--- src/rtl/led_matrix_scanner.sv ---
// led_matrix_scanner: time-multiplexed 8x8 LED matrix driver with a
// double-buffered frame input.
//   clk         - system clock, all state on the rising edge
//   reset       - asynchronous, active-low reset
//   frame_in    - 64-bit frame, pixel (r,c) = frame_in[8*r + c]
//   frame_valid - frame_in holds a frame to transfer
//   frame_ready - pending buffer empty (transfer on valid && ready)
//   row_out     - one-hot row enable, dark during the blanking interval
//   col_out     - column data for the enabled row
//   frame_done  - one-cycle pulse on the last cycle of row 7
module led_matrix_scanner #(
    parameter int unsigned PRESCALE = 1024,
    parameter int unsigned BLANK    = 16
) (
    input  logic        clk,
    input  logic        reset,
    input  logic [63:0] frame_in,
    input  logic        frame_valid,
    output logic        frame_ready,
    output logic [7:0]  row_out,
    output logic [7:0]  col_out,
    output logic        frame_done
);

    localparam int unsigned PW = $clog2(PRESCALE);
    localparam logic [PW-1:0] PRESC_MAX = PW'(PRESCALE - 1);
    localparam logic [PW-1:0] BLANK_END = PW'(BLANK);

    logic [PW-1:0] presc;
    logic [PW-1:0] presc_n;
    logic [2:0]    row;
    logic [2:0]    row_n;
    logic [63:0]   display;
    logic [63:0]   display_n;
    logic [63:0]   pending;
    logic          pending_full;
    logic          wrap;
    logic          boundary;
    logic          swap;
    logic          capture;
    logic          blank_n;
    logic [7:0]    row_out_n;
    logic [7:0]    col_out_n;
    logic          frame_done_n;

    // Next-cycle scan position, buffer swap and output decode. Outputs are
    // registered from the next-cycle values so they line up with presc/row.
    always_comb begin
        wrap         = 1'b0;
        boundary     = 1'b0;
        swap         = 1'b0;
        capture      = 1'b0;
        presc_n      = presc;
        row_n        = row;
        display_n    = display;
        blank_n      = 1'b1;
        row_out_n    = 8'h00;
        col_out_n    = 8'h00;
        frame_done_n = 1'b0;

        wrap     = (presc == PRESC_MAX);
        boundary = wrap && (row == 3'd7);
        // Swap and capture are mutually exclusive: both key off pending_full.
        swap     = boundary && pending_full;
        capture  = frame_valid && !pending_full;

        presc_n   = wrap ? '0 : presc + PW'(1);
        row_n     = wrap ? row + 3'd1 : row;
        display_n = swap ? pending : display;

        blank_n = (presc_n < BLANK_END);
        if (!blank_n) begin
            row_out_n = 8'(1) << row_n;
            col_out_n = display_n[{row_n, 3'b000} +: 8];
        end
        frame_done_n = (row_n == 3'd7) && (presc_n == PRESC_MAX);
    end

    // State and output registers.
    always_ff @(posedge clk or negedge reset) begin
        if (!reset) begin
            presc        <= '0;
            row          <= 3'd0;
            display      <= 64'd0;
            pending      <= 64'd0;
            pending_full <= 1'b0;
            row_out      <= 8'h00;
            col_out      <= 8'h00;
            frame_done   <= 1'b0;
        end else begin
            presc   <= presc_n;
            row     <= row_n;
            display <= display_n;
            if (swap) begin
                pending_full <= 1'b0;
            end else if (capture) begin
                pending      <= frame_in;
                pending_full <= 1'b1;
            end
            row_out    <= row_out_n;
            col_out    <= col_out_n;
            frame_done <= frame_done_n;
        end
    end

    assign frame_ready = ~pending_full;

endmodule

--- config.mk ---
export PLATFORM = sky130hd
export DESIGN_NAME = led_matrix_scanner
export DESIGN_NICKNAME = d
export VERILOG_FILES = /design/src/rtl/led_matrix_scanner.sv
export SDC_FILE = /design/constraint.sdc
export NUM_CORES = 1
export LEC_CHECK = 0
export BUFFER_PORTS_ARGS = -buffer_cell sky130_fd_sc_hd__buf_2
export CAP_MARGIN = 0
export CORE_UTILIZATION = 52
export DETAILED_ROUTE_END_ITERATION = 8
export PLACE_DENSITY_LB_ADDON = 0.05
export SETUP_SLACK_MARGIN = 0.15
export SLEW_MARGIN = 20
export SYNTH_ARGS = -nofsm -noshare
export SYNTH_HDL_FRONTEND = slang
export SYNTH_SLANG_ARGS = --single-unit
--- constraint.sdc ---
create_clock -name clk -period 2.4 [get_ports clk]
set_clock_uncertainty 0.1 [all_clocks]
set_input_delay 0.12 -clock clk [delete_from_list [all_inputs] [get_ports clk]]
set_output_delay 0.12 -clock clk [all_outputs]
set_load 0.005 [all_outputs]
* Word level (Yosys, flattened, before mapping)
Index checks and enable logic that the tools add are counted.
Cells by class: add/sub/neg operators 2, multipliers 0, divide/modulo/power cells 0, order comparisons 1, equality and inequality tests 4, shift-type cells 2, mux-type cells 7, bitwise operators 2, reductions and logical operators 7
Operators by type and width (count):
- 64-bit two-way mux | 1
- 64-bit by 7-bit indexed part select with 8-bit output | 1
- 10-bit equality test (second input constant) | 2
- 8-bit two-way mux | 2
- 10-bit by 1-bit adder with 10-bit output (second input constant) | 1
- 10-bit by 5-bit < comparator with 1-bit output (second input constant) | 1
- 10-bit two-way mux | 1
- 1-bit by 3-bit << shifter with 8-bit output (first input constant) | 1
- 3-bit equality test (second input constant) | 2
- 1-bit logical AND | 4
- 3-bit by 1-bit adder with 3-bit output (second input constant) | 1
- 3-bit two-way mux | 1
- 1-bit two-way mux | 2
- 1-bit NOT | 2
- 2-bit AND reduction | 1
- 2-bit nonzero test | 1
- 1-bit zero test | 1
Word-level totals: register bits after elaboration 159, bits in latches 0, RAM bits 0, bits in read-only memories 0, input port bits 67, output and inout port bits 18, logic and storage cells 33, memories 0

* Logic depth before layout (Yosys ltp)
depth after elaboration 6, depth in mapped cells 10, mapped depth without buffers 8

* Least setup slack after synthesis
Ideal clock, no wire load.
kind register to register, start point register presc[0], end point register col_out[1], library setup time 0.131 ns, data arrival time 2.124 ns, required time 2.169 ns, slack 0.045 ns, stages on the path, launching flop included 9, buffers on the path 2, period minus slack after synthesis 2.355 ns, cells stage by stage dfrtp_1 > ha_1 > nand4_2 > nor4_4 > buf_6 > buf_8 > mux2_2 > o2111ai_1 > o31ai_2
On the way: longest elaborated chain between the ends 6, elaborated cells between the ends (all ways) 10
RTL lines:
- start: declaration | RTL line 29 | logic [PW-1:0] presc;
- start signal: assignment | RTL line 91 | presc <= presc_n;
- 10-bit equality test | RTL line 61 | wrap = (presc == PRESC_MAX);
- 1-bit logical AND | RTL line 62 | boundary = wrap && (row == 3'd7);
- 1-bit logical AND | RTL line 64 | swap = boundary && pending_full;
- 64-bit two-way mux | RTL line 69 | display_n = swap ? pending : display;
- named net display_n[57] | RTL line 34 | logic [63:0] display_n;
- 64-bit by 7-bit indexed part select with 8-bit output | RTL line 74 | col_out_n = display_n[{row_n, 3'b000} +: 8];
- 8-bit two-way mux | RTL line 72 | if (!blank_n) begin
- named net col_out_n[1] | RTL line 43 | logic [7:0] col_out_n;
- end signal: assignment | RTL line 101 | col_out <= col_out_n;
- end: declaration | RTL line 21 | output logic [7:0] col_out,
The timed path passes the listed nets, and every way through them passes these cells. A chain may end at the register's enable or synchronous reset.

* Worst setup path after layout
start point register presc[1], end point register col_out[6]
On the way: longest elaborated chain between the ends 6, elaborated cells between the ends (all ways) 10
RTL lines (RTL line):
- parallel branches: the longest is 5 deep, another holds 10-bit by 1-bit adder with 10-bit output
- 8-bit two-way mux (*) | 72
- named net col_out_n[6] | 43
Mark *: on every way through the listed nets, which the timed path passes.

==> results.sh <==
export IMPL_cts_tree="yes"
export IMPL_gp_congestion=0.852
export IMPL_syn_cell_area_um2=6750
export IMPL_drive_gt1_frac=0.455
export IMPL_grt_ovfl_total=0
export IMPL_cts_buffers=17
export IMPL_track_usage=0.254
export IMPL_seq_area_frac_synth=0.589
export IMPL_drt_iter0_markers=263
export IMPL_power_leakage_nw=4.60
export IMPL_grt_pass1_vias=4774
export IMPL_die_w_um=116
export IMPL_wl_mm=15.6
export IMPL_die_y_um=116
export IMPL_antenna_found_initial=0
export IMPL_rows=41
export IMPL_synth_top_cell_area_share=0.589
export IMPL_yosys_top_cells_area="dfrtp_1, mux2_2, nand2_1"
export IMPL_syn_num_nets=575
export IMPL_start_util=0.535
export IMPL_cap_violations=0
export IMPL_cts_max_level=4
export IMPL_fin_crit_ps=2330
export IMPL_coreArea_um2=12600
export IMPL_cp_data_arrival_time_ps=2530
export IMPL_clock_latency_ps=410
export IMPL_slew_viol_final=0
export IMPL_synth_edf_count=0
export IMPL_dp_hpwl_mm=9.69
export IMPL_dieArea_um2=13400
export IMPL_clkSlewWorstSetupHoldPaths_ps=60
export IMPL_hold_class="input pin to asynchronous set/reset pin"
export IMPL_rsz0062_at_grt="yes"
export IMPL_synthArstFlopShare=1.00
export IMPL_synth_cell_type_count=56
export IMPL_slowest_stage="a311o_2"
export IMPL_ir_drop_mv=0.633
export IMPL_fmax_ghz=0.430
export IMPL_area_delta_synth_final_pct=38.9
export IMPL_finalCritPeriodShare=0.969
export IMPL_io_buffers=84
export IMPL_cp_end_kind="flip-flop"
export IMPL_required_ps=2600
export IMPL_crit_fanout=9
export IMPL_vias=4677
export IMPL_synthFlopType="dfrtp_1"
export IMPL_antenna_cells=0
export IMPL_first_pass_iters=4
export IMPL_ys_seq_elements=159
export IMPL_syn_inst=504
export IMPL_grt_max_degree=67
export IMPL_wl_per_cell_um=17.6
export IMPL_nets=772
export IMPL_setup_viol=0
export IMPL_ant_nets=0
export IMPL_drc=0
export IMPL_placement_cell_area_um2=7610
export IMPL_crit_chain="ha_4 > and3_1 > or4_1 > o21ai_1 > a311o_2 > a221oi_2 > a32o_1"
export IMPL_p_per_area_nw_per_um2=650
export IMPL_startpoint_type="flip-flop"
export IMPL_yosys_warnings=0
export IMPL_fin_area_um2=9380
export IMPL_clk_path_buf_depth=2
export IMPL_critical_path_class="flip-flop to flip-flop"
export IMPL_cts_sinks=159
export IMPL_finalHoldViolCount=0
export IMPL_finalPower_mw=6.10
export IMPL_grt_pass1_wl_mm=25.0
export IMPL_status="complete, no violations"
export IMPL_synth_largest_area_cell="dfrtp_1"
export IMPL_clockRootBuffer="clkbuf_16"
export IMPL_cp_slowest_stage_delay_ps=430
export IMPL_io_pins=85
export IMPL_finalHoldWorstSlack_ps=168
export IMPL_relSlewSlack=0.580
export IMPL_avgSynthCellArea_um2=13.4
export IMPL_viasPerCell=5.28
export IMPL_worst_slew_pin_transition_ps=630
report_power, final:
| part | internal [mW] | switching, mW | leakage (nW) |
|---|---|---|---|
| Sequential | 2.81 | 0.0874 | 2.09 |
| Combinational | 0.206 | 0.110 | 2.20 |
| Clock | 1.85 | 1.04 | 0.308 |
| Total | 4.86 | 1.24 | 4.60 |
layer usage:
| layer | track usage | up-vias | wire [µm] |
|---|---|---|---|
| met5 | 0 | - | 0 |
| met3 | 0.0591 | 10 | 559 |
| met1 | 0.348 | 2394 | 7240 |
| li1 | - | 2168 | - |
| met2 | 0.410 | 105 | 7640 |
| met4 | 0.0650 | 0 | 123 |
cell usage in the layout, fill, tap and decap left out, types with 5 or more instances in the layout:
cell,netlist,layout
mux2i_1,17,8
o22ai_2,0,5
dfrtp_1,159,158
and2_1,5,5
clkbuf_16,0,17
inv_1,28,28
mux2i_2,0,7
nor2_1,12,12
nand2_1,47,45
a32o_1,9,7
mux2_4,0,9
nand2b_1,8,6
dlygate4sd3_1,0,66
xor2_1,5,5
buf_4,2,43
mux2_2,97,88
buf_12,1,8
buf_2,11,83
metrics by stage:
| step | util | setup WS (ps) | setup TNS, ps | std cells |
|---|---|---|---|---|
| after floorplan | - | 151 | 0 | 504 |
| final | 0.743 | 73.9 | 0 | 886 |
| after detailed placement | 0.603 | 29.7 | 0 | 772 |
| after global routing | 0.743 | -22.5 | -46.2 | 886 |
| after global placement | 0.603 | 60.9 | 0 | 772 |
| after CTS | 0.729 | 76.7 | 0 | 884 |
area by class of cell:
cell class	instances	area (µm²)
flip-flops and latches	159	3980
fillers	856	3240
multi-input cells	288	2740
repair buffers	207	1700
clock buffers	22	484
well taps	172	215
clock inverters	10	158
inverters	28	105
cells by family (layout without fill, tap and decap cells):
family,after synthesis,count (layout),synth area share
multiplexers,114,114,0.187
XOR/XNOR,9,9,0.0117
AND/OR/NAND/NOR,97,97,0.0743
adder cells (fa/ha/maj),4,4,0.00741
AO/OA/AOI/OAI,64,64,0.0854
flip-flops,159,159,0.589
buffers and inverters,57,267,0.0450
synth_stat cells (4+ instances only):
library cell and instances:
nor3_1 4, ha_1 4, xnor2_1 4, dfrtp_1 159, o31ai_2 4, nand2_1 47
mux2i_1 17, and2_1 5, a21boi_0 7, mux2_2 97, clkbuf_1 9, buf_6 4
o2bb2ai_1 5, o22ai_1 7, nor2_1 12, buf_2 11, inv_1 28, xor2_1 5
nand2b_1 8, a32o_1 9
critical path, delay by kind of cell, from the launching register on:
kind	cells	cell delay, ps
AOI/OAI and AO/OA	4	900
adders and majority gates	1	190
DFF	1	410
and+or+nand+nor	2	620
sequential cells by signal, summed over array words and instances, names as in the netlist:
signal	cells
col_out	8
pending_full	1
frame_done	1
pending	64
presc	10
display	64
row	3
row_out	8
repair_timing:
item,CTS,global route
resized for setup,28,37
pin swaps,5,5
buffers inserted,11,2
hold endpoints to repair,128,0
setup endpoints to repair,8,12
hold buffers,66,0
cloned,3,0
path summary, 6_finish.rpt:
path | endpoint | startpoint | cells past startpoint | slack, ps
max | col_out[6] | presc[1] | 7 | 70
min | pending[18] | reset | 2 | 170
max reg2reg | col_out[6] | presc[1] | 7 | 70
min reg2reg | display[15] | display[15] | 2 | 370
max in group asynchronous | display[36] | reset | 3 | 1260
min in group clk | pending[49] | frame_in[49] | 3 | 360
Power figures use the tool's default switching activity.
